## src/rtl/game_timer_pkg.sv

```systemverilog
// Shared types, widths and helpers for the game_timer block.
package game_timer_pkg;

  typedef enum logic [1:0] {IDLE, RUN, PAUSED, EXPIRED} timer_state_t;

  localparam int TIME_W = 7;

  // Split a 0..99 seconds value into {tens, ones} BCD digits.
  function automatic logic [7:0] to_bcd(input logic [TIME_W-1:0] t);
    logic [3:0] tens;
    logic [3:0] ones;
    tens = 4'(t / TIME_W'(10));
    ones = 4'(t % TIME_W'(10));
    return {tens, ones};
  endfunction

endpackage

```

## src/rtl/game_timer_if.sv

```systemverilog
// Control and display bundle between game control and the round timer.
interface game_timer_if;
  import game_timer_pkg::*;

  logic              clk_1Hz;
  logic              start;
  logic              pause;
  logic              reload;
  logic [TIME_W-1:0] time_left;
  logic [3:0]        bcd_tens;
  logic [3:0]        bcd_ones;
  logic              running;
  logic              expired;
  logic              warn_blink;

  // Game control side: drives the controls, observes the timer.
  modport master (
    output clk_1Hz, start, pause, reload,
    input  time_left, bcd_tens, bcd_ones, running, expired, warn_blink
  );

  // Timer side.
  modport slave (
    input  clk_1Hz, start, pause, reload,
    output time_left, bcd_tens, bcd_ones, running, expired, warn_blink
  );
endinterface

```

## src/rtl/game_timer_tick_edge.sv

```systemverilog
// Brings the slow 1 Hz square wave into the Clk domain and turns each
// rising edge into a single-cycle tick. level is the synchronized wave.
module tick_edge (
  input  logic Clk,
  input  logic Reset_n,
  input  logic din,
  output logic tick,
  output logic level
);
  logic s1_q, s2_q, s3_q;

  // Two-flop synchronizer followed by one delay flop for edge detection.
  always_ff @(posedge Clk or negedge Reset_n) begin
    if (!Reset_n) begin
      s1_q <= 1'b0;
      s2_q <= 1'b0;
      s3_q <= 1'b0;
    end else begin
      s1_q <= din;
      s2_q <= s1_q;
      s3_q <= s2_q;
    end
  end

  assign tick  = s2_q & ~s3_q;
  assign level = s2_q;
endmodule

```

## src/rtl/game_timer.sv

```systemverilog
// Frogger round countdown timer: counts START_SECS down on each 1 Hz tick,
// with pause/reload, BCD display digits and a one-cycle expiry pulse.
// Optional 1 Hz warning blink when built with GAME_TIMER_WARN_EN.
module game_timer
  import game_timer_pkg::*;
#(
  parameter int START_SECS = 60,
  parameter int WARN_SECS  = 10
) (
  input  logic         Clk,
  input  logic         Reset_n,
  game_timer_if.slave  bus
);
  localparam logic [TIME_W-1:0] START_T = TIME_W'(START_SECS);

  timer_state_t      state_q;
  logic [TIME_W-1:0] time_q;
  logic              running_q;
  logic              expired_q;
  logic              tick_w;
  logic              level_w;
  logic [7:0]        bcd_w;

  tick_edge u_tick (
    .Clk     (Clk),
    .Reset_n (Reset_n),
    .din     (bus.clk_1Hz),
    .tick    (tick_w),
    .level   (level_w)
  );

  // Round FSM and seconds counter; priority reload > pause > tick > start.
  always_ff @(posedge Clk or negedge Reset_n) begin
    if (!Reset_n) begin
      state_q   <= IDLE;
      time_q    <= START_T;
      running_q <= 1'b0;
      expired_q <= 1'b0;
    end else begin
      expired_q <= 1'b0;
      if (bus.reload) begin
        state_q   <= IDLE;
        time_q    <= START_T;
        running_q <= 1'b0;
      end else begin
        case (state_q)
          IDLE: begin
            if (bus.start) begin
              state_q   <= RUN;
              running_q <= 1'b1;
            end
          end
          RUN: begin
            if (bus.pause) begin
              state_q   <= PAUSED;
              running_q <= 1'b0;
            end else if (tick_w) begin
              if (time_q > TIME_W'(1)) begin
                time_q <= time_q - TIME_W'(1);
              end else begin
                time_q    <= '0;
                expired_q <= 1'b1;
                state_q   <= EXPIRED;
                running_q <= 1'b0;
              end
            end
          end
          PAUSED: begin
            if (!bus.pause) begin
              state_q   <= RUN;
              running_q <= 1'b1;
            end
          end
          EXPIRED: begin
            time_q <= '0;
          end
          default: begin
            state_q   <= IDLE;
            running_q <= 1'b0;
          end
        endcase
      end
    end
  end

  assign bcd_w         = to_bcd(time_q);
  assign bus.time_left = time_q;
  assign bus.bcd_tens  = bcd_w[7:4];
  assign bus.bcd_ones  = bcd_w[3:0];
  assign bus.running   = running_q;
  assign bus.expired   = expired_q;

`ifdef GAME_TIMER_WARN_EN
  localparam logic [TIME_W-1:0] WARN_T = TIME_W'(WARN_SECS);
  // Blink at 1 Hz during the last WARN_SECS seconds of a running round.
  assign bus.warn_blink = running_q && (time_q != '0) && (time_q <= WARN_T) && level_w;
`else
  // Warning disabled: expression is constant 0, no logic is built.
  assign bus.warn_blink = level_w & (WARN_SECS < 0);
`endif
endmodule
```

## src/flat_wrapper.sv

```systemverilog
// flat-port wrapper written by rule: the top's interface ports become plain ports
module game_timer_flat import game_timer_pkg::*;
#(
  parameter int START_SECS = 60,
  parameter int WARN_SECS  = 10
)
  (Clk, Reset_n, bus_clk_1Hz, bus_start, bus_pause, bus_reload, bus_time_left, bus_bcd_tens, bus_bcd_ones, bus_running, bus_expired, bus_warn_blink);
  game_timer_if bus_i ();
  input  logic Clk;
  input  logic Reset_n;
  input wire logic [$bits(bus_i.clk_1Hz)-1:0] bus_clk_1Hz;
  input wire logic [$bits(bus_i.start)-1:0] bus_start;
  input wire logic [$bits(bus_i.pause)-1:0] bus_pause;
  input wire logic [$bits(bus_i.reload)-1:0] bus_reload;
  output wire logic [$bits(bus_i.time_left)-1:0] bus_time_left;
  output wire logic [$bits(bus_i.bcd_tens)-1:0] bus_bcd_tens;
  output wire logic [$bits(bus_i.bcd_ones)-1:0] bus_bcd_ones;
  output wire logic [$bits(bus_i.running)-1:0] bus_running;
  output wire logic [$bits(bus_i.expired)-1:0] bus_expired;
  output wire logic [$bits(bus_i.warn_blink)-1:0] bus_warn_blink;
  assign bus_i.clk_1Hz = bus_clk_1Hz;
  assign bus_i.start = bus_start;
  assign bus_i.pause = bus_pause;
  assign bus_i.reload = bus_reload;
  assign bus_time_left = bus_i.time_left;
  assign bus_bcd_tens = bus_i.bcd_tens;
  assign bus_bcd_ones = bus_i.bcd_ones;
  assign bus_running = bus_i.running;
  assign bus_expired = bus_i.expired;
  assign bus_warn_blink = bus_i.warn_blink;
  game_timer #(.START_SECS(START_SECS), .WARN_SECS(WARN_SECS)) u_core (.Clk(Clk), .Reset_n(Reset_n), .bus(bus_i));
endmodule
```

## config.mk

```make
export PLATFORM = sky130hd
export DESIGN_NAME = game_timer_flat
export DESIGN_NICKNAME = d
export VERILOG_FILES = /design/src/rtl/game_timer_pkg.sv /design/src/rtl/game_timer_if.sv /design/src/rtl/game_timer_tick_edge.sv /design/src/rtl/game_timer.sv /design/src/flat_wrapper.sv
export SDC_FILE = /design/constraint.sdc
export NUM_CORES = 1
export LEC_CHECK = 0
export BUFFER_PORTS_ARGS = -buffer_cell sky130_fd_sc_hd__buf_2
export CAP_MARGIN = 20
export CORE_AREA = 4 4 62 64
export CTS_BUF_LIST = sky130_fd_sc_hd__clkbuf_8
export CTS_CLUSTER_SIZE = 20
export DETAILED_ROUTE_END_ITERATION = 10
export DIE_AREA = 0 0 66 68
export SYNTH_ARGS = -nofsm -noshare
export SYNTH_HDL_FRONTEND = slang
export SYNTH_SLANG_ARGS = --single-unit
```

## constraint.sdc

```tcl
create_clock -name Clk -period 5.23 [get_ports Clk]
set_clock_uncertainty 0.2 [all_clocks]
set_input_delay 1.046 -clock Clk [delete_from_list [all_inputs] [get_ports Clk]]
set_output_delay 1.046 -clock Clk [all_outputs]
set_load 0.01 [all_outputs]
```

After elaboration in Yosys (flattened, before gate mapping)
Cells that the tools add are included.
- output and inout port bits: 18
- register bits after elaboration: 14
- word-level logic and storage cells: 51
- input port bits: 6
- $add $sub $neg: 1
- reductions and logical operators: 5
- div/mod/pow operators: 2
- multiplexer cells: 24
- equal/unequal tests: 9
- bitwise operators: 2
- magnitude comparators: 1
- operators with widths (kind ; count):
    $mux 7 ; 4
    $pmux 7 s2 ; 1
    $mux 2 ; 6
    $mux 1 ; 11
    $ne 3x3->1 const B ; 3
    $div 7x4->7 const B ; 1
    $gt 7x1->1 const B ; 1
    $mod 7x4->7 const B ; 1
    $sub 7x1->7 const B ; 1
    $pmux 2 s3 ; 1
    $reduce_and 5->1 ; 1
    $eq 2x2->1 const B ; 2
    $ne 4x3->1 const B ; 1
    $ne 4x4->1 const B ; 1
    $reduce_bool 4->1 ; 1
    $ne 3x2->1 const B ; 1
    $pmux 1 s3 ; 1
    $reduce_and 3->1 ; 1
    $reduce_bool 3->1 ; 1
    $eq 2x1->1 const B ; 1
    $logic_not 2->1 ; 1
    $and 1x1->1 ; 1
    $not 1->1 ; 1

Logic depth before layout (Yosys ltp)
Gate-level depths: netlist (run 1).
- word-level depth: 6
- depth in mapped cells: 14
- gate-level depth less buffers: 12

By module
Synthesis (run 1) repeated with hierarchy kept, for this count alone.
- cells, all modules: 164
- area total of the unflattened synthesis: 1296.2 µm²
- modules (own cells, without submodules) (module ; sequential area each (µm²) ; times used ; cells each ; area each (µm²)):
    game_timer ; 280.3 ; 1 ; 160 ; 1207.4
    tick_edge ; 75.1 ; 1 ; 4 ; 88.8

Worst setup path before layout (run 1)
OpenSTA, ideal clock, no wires.
- path kind: reg-to-output
- from: register u_core.time_q[4], in the netlist u_core.bus.time_left[4]
- to: output port bus_bcd_ones[2]
- setup slack: 1.170 ns
- data required time: 3.984 ns
- arrival: 2.814 ns
- path buffers: 2
- stages on the path, launching flop included: 15
- path through: dfstp_2 buf_2 inv_1 nor2_1 a21oi_1 a32o_1 a21oi_1 ha_1 buf_2 a21boi_0 o22ai_1 a211oi_1 o21ai_0 nor3_2 mux2i_1
- longest elaborated chain between the ends: 1
- RTL lines (element ; RTL line ; text):
    start, declared ; game_timer.sv:17 ; logic [TIME_W-1:0] time_q;
    start signal, assigned ; game_timer.sv:59 ; time_q <= time_q - TIME_W'(1);
    $mod 7x4->7 ; game_timer_pkg.sv:13 ; ones = 4'(t % TIME_W'(10));
    end, declared ; flat_wrapper.sv:17 ; output wire logic [$bits(bus_i.bcd_ones)-1:0] bus_bcd_ones;
No other way between the ends.

Final worst setup path (run 1)
Ends and elaborated chain as after synthesis.

==> impl_metrics.json, run 1 <==
{
  "run_status": "finished clean",
  "synth_cell_types": 51,
  "syn_to_final_growth_pct": 9.73,
  "r2r-start": "u_core.bus.time_left[4]$_DFFE_PN1P_",
  "ctsHoldBuffers": 0,
  "fin_area_sq_um": 1430,
  "vias_per_cell": 5.43,
  "clock.fmax_mhz": 209,
  "tns_ns": 0,
  "num_rows": 21,
  "start_kind": "register",
  "cts_setup_buffers": 0,
  "via_count": 1211,
  "worstHoldPathType": "reg -> reg",
  "clock-sinks": 14,
  "htree_num_levels": 1,
  "async_flop_share": 1.00,
  "tightest_slew_ns": 0.652,
  "cts_tree": "built",
  "yosys_warnings": 0,
  "chipWidth_um": 66,
  "reg2reg_depth": 6,
  "ioPinCount": 24,
  "synthesis.area_sq_um": 1300,
  "die_area_sq_um": 4490,
  "drt-pass1-iter-count": 4,
  "power.leakage_nw": 0.643,
  "syn_avg_cell_area_sq_um": 7.87,
  "grt_pass1_vias": 1088,
  "cts_buffers": 3,
  "startpoint": "u_core.bus.time_left[4]$_DFFE_PN1P_",
  "place_inst": 219,
  "layout_min_cycle_time_ns": 4.79,
  "crit_fanout": 22,
  "hold_viol_final": 0,
  "rsz0062_at_grt": "no",
  "ys_ff_latch": 14,
  "crit_required_ns": 3.98,
  "clk-insertion-delay-late_ns": 0.25,
  "ant_nets": 0,
  "holdPathStages": 0,
  "synth_area_leader_cell": "dfrtp_1",
  "dpl_cell_area_sq_um": 1380,
  "rrSetupSlack_ns": 2.98,
  "maxCapViolCount": 0,
  "synthFlopType": "dfrtp_1",
  "antennaDiodeCount": 0,
  "gp_congestion": 0.825,
  "routed_wl_um": 2960,
  "cts_root_buf": "clkbuf_8",
  "grt_pass1_wl_um": 4920,
  "finalSetupViolCount": 0,
  "min_from": "u_core.u_tick.s1_q$_DFF_PN0_",
  "ys_seq_area_frac": 0.274,
  "synth.top_cells.by_area": "dfrtp_1, ha_1, dfstp_2",
  "drt_iter0_drc": 88,
  "clockBufferDepth": 2,
  "synth_top_area_share": 0.193,
  "nNetsFinal": 193,
  "p_total_uw": 927,
  "drive_gt1_frac": 0.209,
  "track_usage": 0.139,
  "layout.cells.non_filler": 223,
  "powerDensity_nw_per_um2": 651,
  "crit_path_end_kind": "primary output",
  "core_area_sq_um": 3280,
  "maxSlewViolCount": 0,
  "synth_edf_count": 0,
  "finalCritPeriodShare": 0.917,
  "arrival_ns": 3.55,
  "grt_max_degree": 24,
  "maxSlewHeadroom": 0.565,
  "ir_drop_mv": 0.352,
  "die_h_um": 68,
  "antenna_found_initial": 0,
  "cts_resized": 0,
  "overflow": 0,
  "post-dp-hpwl_um": 2160,
  "crit_type": "reg -> out",
  "drc": 0,
  "cts.clk_slew.worst_paths_ns": 0.06,
  "post_drt_wl_per_cell_um": 13.3,
  "synth_nets": 180,
  "postSynthCellCount": 165,
  "port_buffers": 22,
  "start_util": 0.395
}
==> metrics by stage <==
step,hold slack [ns],setup slack (ns),util
CTS,0.172,0.444,0.434
detailed placement,0.143,0.726,0.420
global route,0.181,0.149,0.434
finish,0.175,0.436,0.434
floorplan,0.131,1.17,-
global placement,0.135,0.866,0.420
==> sequential cells by signal, summed over array words and instances (netlist names) <==
name and cells:
u_core.bus.time_left 7, u_core.state_q 2, u_core.bus.expired 1, u_core.bus.running 1, u_core.u_tick.level 1, u_core.u_tick.s1_q 1
u_core.u_tick.s3_q 1
==> cells in the final DEF (no fill, tap or decap), drive strengths merged, types with 2 or more instances in the layout <==
master  instances
o211ai          3
inv            10
ha              9
dfstp           4
a31oi           3
nor2           20
clkbuf          3
o31ai           5
nand2          16
nand3           4
mux2i           2
a21boi          2
nor3            7
nand2b          3
o21ai          12
or3b            2
dfrtp          10
nor2b           2
o22ai           2
a21oi          12
buf            22
a211oi          2
a21o            2
==> Yosys cell counts (2+ instances only) <==
master / instances
nor2_1: 20
nand2_1: 16
a21oi_1: 12
o21ai_0: 12
dfrtp_1: 10
ha_1: 9
inv_1: 9
buf_2: 6
nor3_1: 5
o31ai_1: 5
buf_4: 4
dfstp_2: 4
nand3_1: 4
a31oi_1: 3
nand2b_1: 3
o211ai_1: 3
a211oi_1: 2
a21boi_0: 2
mux2i_1: 2
nor2b_1: 2
o22ai_1: 2
==> power by group <==
part	total [mW]	internal (mW)	switching (mW)
Clock	0.0879	0.0518	0.0361
Combinational	0.592	0.262	0.330
Sequential	0.247	0.153	0.0944
Total	0.927	0.467	0.461
==> metal layers <==
layer,global-route usage,wire (um),up-vias
li1,-,-,614
met1,0.178,1440,567
met2,0.229,1330,26
met3,0.0394,170,4
met4,0.0381,18,0
met5,0,0,-
==> final cells by class <==
| type | count | area [sq um] |
|---|---|---|
| Multi-Input combinational cell | 128 | 823 |
| Tap cell | 46 | 57.6 |
| Timing Repair Buffer | 22 | 110 |
| Clock inverter | 1 | 3.75 |
| Inverter | 9 | 33.8 |
| Fill cell | 345 | 1860 |
| Sequential cell | 14 | 355 |
| Clock buffer | 3 | 41.3 |
==> critical path, stage by stage (launching register included) <==
cell and delay, ns:
dfstp_2 0.74, inv_1 0.14, nor2_1 0.13, a21oi_1 0.05, a32o_1 0.21, a21oi_1 0.17, ha_1 0.38, a21boi_0 0.33
o22ai_1 0.14, a211oi_1 0.24, o21ai_0 0.12, nor3_2 0.29, mux2i_1 0.21, buf_2 0.14
==> path summary, 6_finish.rpt <==
check | endpoint
worst max register to register | u_core.state_q[0]$_DFFE_PN0P_
max in group asynchronous | u_core.bus.time_left[4]$_DFFE_PN1P_
worst min register to register | u_core.u_tick.level$_DFF_PN0_
min in group asynchronous | u_core.state_q[0]$_DFFE_PN0P_
worst max-delay path | bus_bcd_ones[2]
worst min-delay path | u_core.u_tick.level$_DFF_PN0_
==> kinds of logic after synthesis <==
kind of cell	count (synthesis)	share of synthesized area
and+or+nand+nor	59	0.227
AOI/OAI and AO/OA	55	0.288
buffers and inverters	23	0.0925
DFF	14	0.274
adders and majority gates	9	0.0867
xor gates and xnor gates	2	0.0135
muxes	2	0.0154
other	1	0.00289
Power figures use the tool's default switching activity.
==> run 2: changes to the inputs <==
Settings changed: ABC_AREA set to 1, CORE_AREA 4 4 62 64 to 4 4 60 62, CTS_BUF_LIST sky130_fd_sc_hd__clkbuf_8 to sky130_fd_sc_hd__clkbuf_4, DIE_AREA 0 0 66 68 to 0 0 64 66.
==> run 2 against run 1 <==
  * Clock-buffer cell count unchanged
  * Register-to-register slack better by 0.23 ns
  * Setup slack improved by 0.94 ns
  * Global-route usage decreased by 1.5 points
  * Die area shrank 5.9%
  * Design area is 4.8% lower
  * Core utilization up 1.4 points
  * First-iteration DRC count decreased by 48%
  * Largest cell class unchanged
==> impl_metrics.json, run 2 <==
{
  "cts_tree": "built",
  "ys_seq_area_frac": 0.301,
  "largest_register_ffs": 7,
  "final_common_cell": "nand2_1",
  "synth.top_cells.by_area": "dfrtp_1, nand2_1, ha_1",
  "overflow": 0,
  "core_area_sq_um": 3030,
  "cts_setup_buffers": 0,
  "power.switching_uw": 486,
  "run_status": "finished clean",
  "ys_ff_latch": 14,
  "synth.most_common_cell": "nand2_1",
  "ant_nets": 0,
  "antennaDiodeCount": 0,
  "finalSetupViolCount": 0,
  "cts_root_buf": "clkbuf_4",
  "synth_area_leader_cell": "dfrtp_1",
  "layout_min_cycle_time_ns": 3.85,
  "drive_gt1_frac": 0.316,
  "dpl_cell_area_sq_um": 1330,
  "netSwitchingFraction": 0.533,
  "final_cell_mix": "nand2_1, inv_1, buf_2, dfrtp_1",
  "chipWidth_um": 64,
  "finalCritPeriodShare": 0.737,
  "start_kind": "register",
  "netlist_top_cells_count": "nand2_1, inv_1, dfrtp_1",
  "track_usage": 0.123,
  "worstHoldPathType": "reg -> reg",
  "drt-pass1-iter-count": 4,
  "cts.clk_slew.worst_paths_ns": 0.07,
  "synth_edf_count": 0,
  "cts_resized": 0,
  "synth_top_area_share": 0.212,
  "powerDensity_nw_per_um2": 672,
  "antenna_found_initial": 0,
  "post-dp-hpwl_um": 1950,
  "postSynthCellCount": 150,
  "via_count": 1048,
  "grt_pass1_vias": 1039,
  "cpMostUsedCell": "nand2_1",
  "maxSlewViolCount": 0,
  "worstPathCellList": "inv_1 -> nand3_1 -> nand3_2 -> nand2_4 -> nand2_2 -> nand2_1 -> nand2_1 -> inv_2 -> nand2_4 -> nand2_4 -> nand2_4 -> nand2_1 -> inv_1 -> ha_1 -> inv_1 -> nand3_2 -> nand3_4 -> nand2_1 -> nand2_1 -> buf_2",
  "synth_cell_types": 29,
  "yosys_warnings": 0,
  "crit_required_ns": 3.98,
  "top_usage_layer": "met2",
  "grt_max_degree": 15,
  "post_drt_wl_per_cell_um": 10.6,
  "clockBufferDepth": 2,
  "cpPeakStageDelay_ns": 0.58,
  "routed_wl_um": 2310,
  "ir_drop_mv": 0.255,
  "use_met2": 0.241,
  "port_buffers": 22,
  "crit_slowest_cell": "dfstp_2",
  "grt_pass1_wl_um": 4240,
  "clk-insertion-delay-late_ns": 0.28,
  "use_met1": 0.138,
  "met3_usage": 0.0170,
  "die_area_sq_um": 4220,
  "crit_path_end_kind": "primary output",
  "hold_viol_final": 0,
  "arrival_ns": 2.61,
  "synthFlopType": "dfrtp_1",
  "synth_nets": 165,
  "synthesis.area_sq_um": 1180,
  "clock.fmax_mhz": 259,
  "die_h_um": 66,
  "tns_ns": 0,
  "crit_type": "reg -> out",
  "num_rows": 20,
  "ioPinCount": 24,
  "async_flop_share": 1.00,
  "power.leakage_nw": 0.698,
  "seq_power_share": 0.209,
  "start_util": 0.390,
  "combPwrFrac": 0.725,
  "drc": 0,
  "clockPowerShare": 0.067,
  "cts_buffers": 3,
  "nNetsFinal": 190,
  "rsz0062_at_grt": "no",
  "ctsHoldBuffers": 0,
  "drt_iter0_drc": 46,
  "gp_congestion": 0.781,
  "vias_per_cell": 4.81,
  "p_int_uw": 426,
  "crit_fanout": 6,
  "syn_avg_cell_area_sq_um": 7.87,
  "htree_num_levels": 1,
  "syn_to_final_growth_pct": 15.0,
  "fin_area_sq_um": 1360,
  "maxCapViolCount": 0,
  "clock-sinks": 14
}
==> run 2: cell types whose count changed after synthesis, moves of 5 or more <==
cell and delta:
a21oi_1 -9, buf_2 -6, inv_1 +13, inv_2 +7
nand2_1 +15, nand2_4 +7, nand3_1 +5, nor2_1 -12
o21ai_0 -8
==> run 2: logic make-up (layout without fill, tap and decap cells) <==
family          after synthesis  in the layout  share of synthesized area
buf+inv                      31             55                      0.105
simple gates                 71             71                      0.354
other cells                   1              1                    0.00318
xor+xnor                      4              4                     0.0297
fa+ha+maj                     9              9                     0.0954
flops                        14             14                      0.301
compound gates               20             20                      0.111
==> run 2: per-stage QoR <==
stage | cells | total power, mW | util | setup slack, ns | hold WS, ns
3_5_place_dp | 214 | 0.863 | 0.439 | 1.65 | 0.148
5_1_grt | 218 | 1.01 | 0.448 | 1.09 | 0.170
2_1_floorplan | 150 | 0.690 | - | 1.80 | 0.131
4_1_cts | 218 | 0.927 | 0.448 | 1.34 | 0.167
3_3_place_gp | 214 | 0.840 | 0.439 | 1.75 | 0.134
6_report | 218 | 0.912 | 0.448 | 1.38 | 0.163
==> run 2: worst max-delay path, delay by kind of cell (launching register included) <==
family	cells	cell delay (ns)
DFF	1	0.58
buffers and inverters	5	0.42
adders and majority gates	1	0.20
and+or+nand+nor	14	1.15
==> run 2: power groups by stage <==
stage                     Sequential (mW)  Clock, mW  Combinational (mW)
after floorplan                     0.195          0               0.495
after global placement              0.190          0               0.649
after detailed placement            0.193          0               0.669
after CTS                           0.191     0.0644               0.672
after global routing                0.198     0.0694               0.747
final                               0.190     0.0609               0.661
==> run 2: layer usage <==
layer / share of wire / vias up
li1: - / 535
met3: 0.044 / 4
met1: 0.41 / 484
met2: 0.54 / 25
met5: 0 / -
met4: 0.0091 / 0
==> run 2: worst paths after layout <==
kind | from | to | slack [ns] | cells after the start
hold / removal | u_core.u_tick.s1_q$_DFF_PN0_ | u_core.u_tick.level$_DFF_PN0_ | 0.16 | 0
setup reg to reg | u_core.state_q[1]$_DFFE_PN0P_ | u_core.bus.time_left[0]$_DFFE_PN0P_ | 3.21 | 8
setup / recovery | u_core.bus.time_left[4]$_DFFE_PN1P_ | bus_bcd_ones[1] | 1.38 | 20
max in group asynchronous | Reset_n | u_core.bus.time_left[5]$_DFFE_PN1P_ | 4.09 | 1
hold reg to reg | u_core.u_tick.s1_q$_DFF_PN0_ | u_core.u_tick.level$_DFF_PN0_ | 0.16 | 0
min in group asynchronous | Reset_n | u_core.u_tick.s3_q$_DFF_PN0_ | 0.44 | 1
==> run 2: area by class of cell <==
class	count	area [sq um]
flip-flops and latches	14	355
inverters	29	109
repair buffers	22	110
clock buffers	3	22.5
multi-input cells	105	701
well taps	44	55.1
fillers	305	1670
clock inverters	1	3.75
==> run 3: changes to the inputs <==
Clock period 5.23 ns to 3.1 ns, I/O delays scaled along.
==> run 3 against run 2 <==
  * The run now ends with negative setup slack left
  * Via count grew 3.4%
  * Cell count grew 6.4%
  * Power grew 120%
  * Routed wire length grew 16%
  * Critical endpoint is now bus_bcd_tens[0]
  * Sequential power grew 73%
  * Clock power grew 69%
  * Largest cell class unchanged
  * Combinational power grew 130%
  * Core utilization grew 7.3 points
  * Die area is the same
  * Global-route usage grew 1.2 points
==> impl_metrics.json, run 3 (synthesis gave the netlist of run 2 again) <==
{
  "clk-insertion-delay-late_ns": 0.27,
  "syn_to_final_growth_pct": 33.7,
  "fin_area_sq_um": 1580,
  "crit_required_ns": 2.28,
  "power.leakage_nw": 0.772,
  "drt-pass1-iter-count": 4,
  "track_usage": 0.135,
  "startpoint": "u_core.bus.time_left[4]$_DFFE_PN1P_",
  "pre_cts_slack_ns": -0.0619,
  "drt_iter0_drc": 39,
  "core_area_sq_um": 3030,
  "use_met2": 0.271,
  "grt_max_degree": 15,
  "cts_tree": "built",
  "regArea_sq_um": 357,
  "violations": "negative setup slack",
  "routed_wl_um": 2670,
  "final_common_cell": "nand2_1",
  "arrival_ns": 2.41,
  "ir_drop_mv": 0.376,
  "hold_viol_final": 0,
  "crit_path_end_kind": "primary output",
  "drc": 0,
  "die_area_sq_um": 4220,
  "use_met1": 0.146,
  "layout_min_cycle_time_ns": 3.23,
  "ant_nets": 0,
  "start_util": 0.390,
  "antennaDiodeCount": 0,
  "grt_pass1_vias": 1094,
  "cts.clk_slew.worst_paths_ns": 0.08,
  "num_rows": 20,
  "grt_pass1_wl_um": 4600,
  "r2r-start": "u_core.bus.time_left[2]$_DFFE_PN1P_",
  "powerDensity_nw_per_um2": 1250,
  "finalCritPeriodShare": 1.04,
  "chipWidth_um": 64,
  "top_usage_layer": "met2",
  "crit_fanout": 4,
  "cts_buffers": 3,
  "rsz0062_at_grt": "yes",
  "post_drt_wl_per_cell_um": 11.5,
  "start_kind": "register",
  "overflow": 0,
  "final_cell_mix": "nand2_1, buf_2, inv_1, buf_4",
  "met3_usage": 0.0221,
  "drive_gt1_frac": 0.457,
  "run_status": "complete, but fails checks",
  "clock-sinks": 14,
  "worstHoldPathType": "in -> async",
  "port_buffers": 22,
  "gp_congestion": 0.765,
  "p_total_mw": 1.97,
  "nNetsFinal": 204,
  "finalSetupViolCount": 4,
  "ioPinCount": 24,
  "antenna_found_initial": 0,
  "largest_register_ffs": 7,
  "nFillCells": 303,
  "cts_root_buf": "clkbuf_4",
  "vias_per_cell": 4.67,
  "maxCapViolCount": 0,
  "multi_input_area_sq_um": 795,
  "via_count": 1084,
  "tns_ns": -0.498,
  "utilization": 0.521,
  "clockBufferDepth": 2,
  "crit_type": "reg -> out",
  "ctsHoldBuffers": 0,
  "htree_num_levels": 1,
  "die_h_um": 66,
  "post-dp-hpwl_um": 1940,
  "dpl_cell_area_sq_um": 1330,
  "maxSlewViolCount": 0,
  "setup_slack_ns": -0.133,
  "clock.fmax_mhz": 309
}
## run 3: cell type report
type,count,area share
clock buffer,3,0.0143
timing repair buffer,36,0.147
multi-input combinational,105,0.504
inverter,29,0.0722
sequential,14,0.226
clock inverter,1,0.00238
tap,44,0.0349
## run 3: worst max-delay path, cell delays in order (launching register included)
cell	delay [ns]
dfstp_2	0.59
buf_6	0.12
nand2_4	0.06
nand3_4	0.10
nand2_4	0.08
nand2_4	0.08
nand2_2	0.04
nand2_2	0.07
inv_2	0.04
nand2_4	0.09
nand2_4	0.06
nand2_4	0.07
nand2_4	0.05
inv_2	0.06
ha_4	0.15
inv_4	0.04
nand3_4	0.07
nand3_4	0.09
buf_4	0.15
buf_6	0.11
## run 3: per-layer routing
| metal | routed length [um] | up-vias |
|---|---|---|
| met3 | 69 | 2 |
| met5 | 0 | - |
| met4 | 6 | 0 |
| met1 | 1080 | 510 |
| met2 | 1510 | 12 |
| li1 | - | 560 |
## run 3: path summary, 6_finish.rpt
| path | cells past startpoint | slack (ns) | end |
|---|---|---|---|
| max in group asynchronous | 1 | 2.38 | u_core.bus.time_left[2]$_DFFE_PN1P_ |
| worst max-delay path | 19 | -0.13 | bus_bcd_tens[0] |
| worst max register to register | 6 | 1.08 | u_core.bus.time_left[6]$_DFFE_PN0P_ |
| min in group Clk | 0 | 0.17 | u_core.u_tick.level$_DFF_PN0_ |
| worst min-delay path | 1 | 0.02 | u_core.u_tick.s1_q$_DFF_PN0_ |
| worst min register to register | 0 | 0.17 | u_core.u_tick.level$_DFF_PN0_ |
## run 3: timing repair
action                     in CTS  in global routing
setup endpoints to repair       4                  4
buffers inserted               11                  3
resized for setup              18                 13
pin swaps                       9                 11
## run 3: through the flow
stage | hold WS, ns | instances
after floorplan | 0.124 | 150
after global placement | 0.132 | 214
after global routing | 0.0317 | 232
after detailed placement | 0.153 | 214
final | 0.0239 | 232
after CTS | 0.0274 | 229
## run 3: where the power goes
group          switching (mW)  internal, mW
sequential             0.0774         0.251
combinational           0.848         0.692
clock                  0.0563        0.0466
total                   0.982         0.990
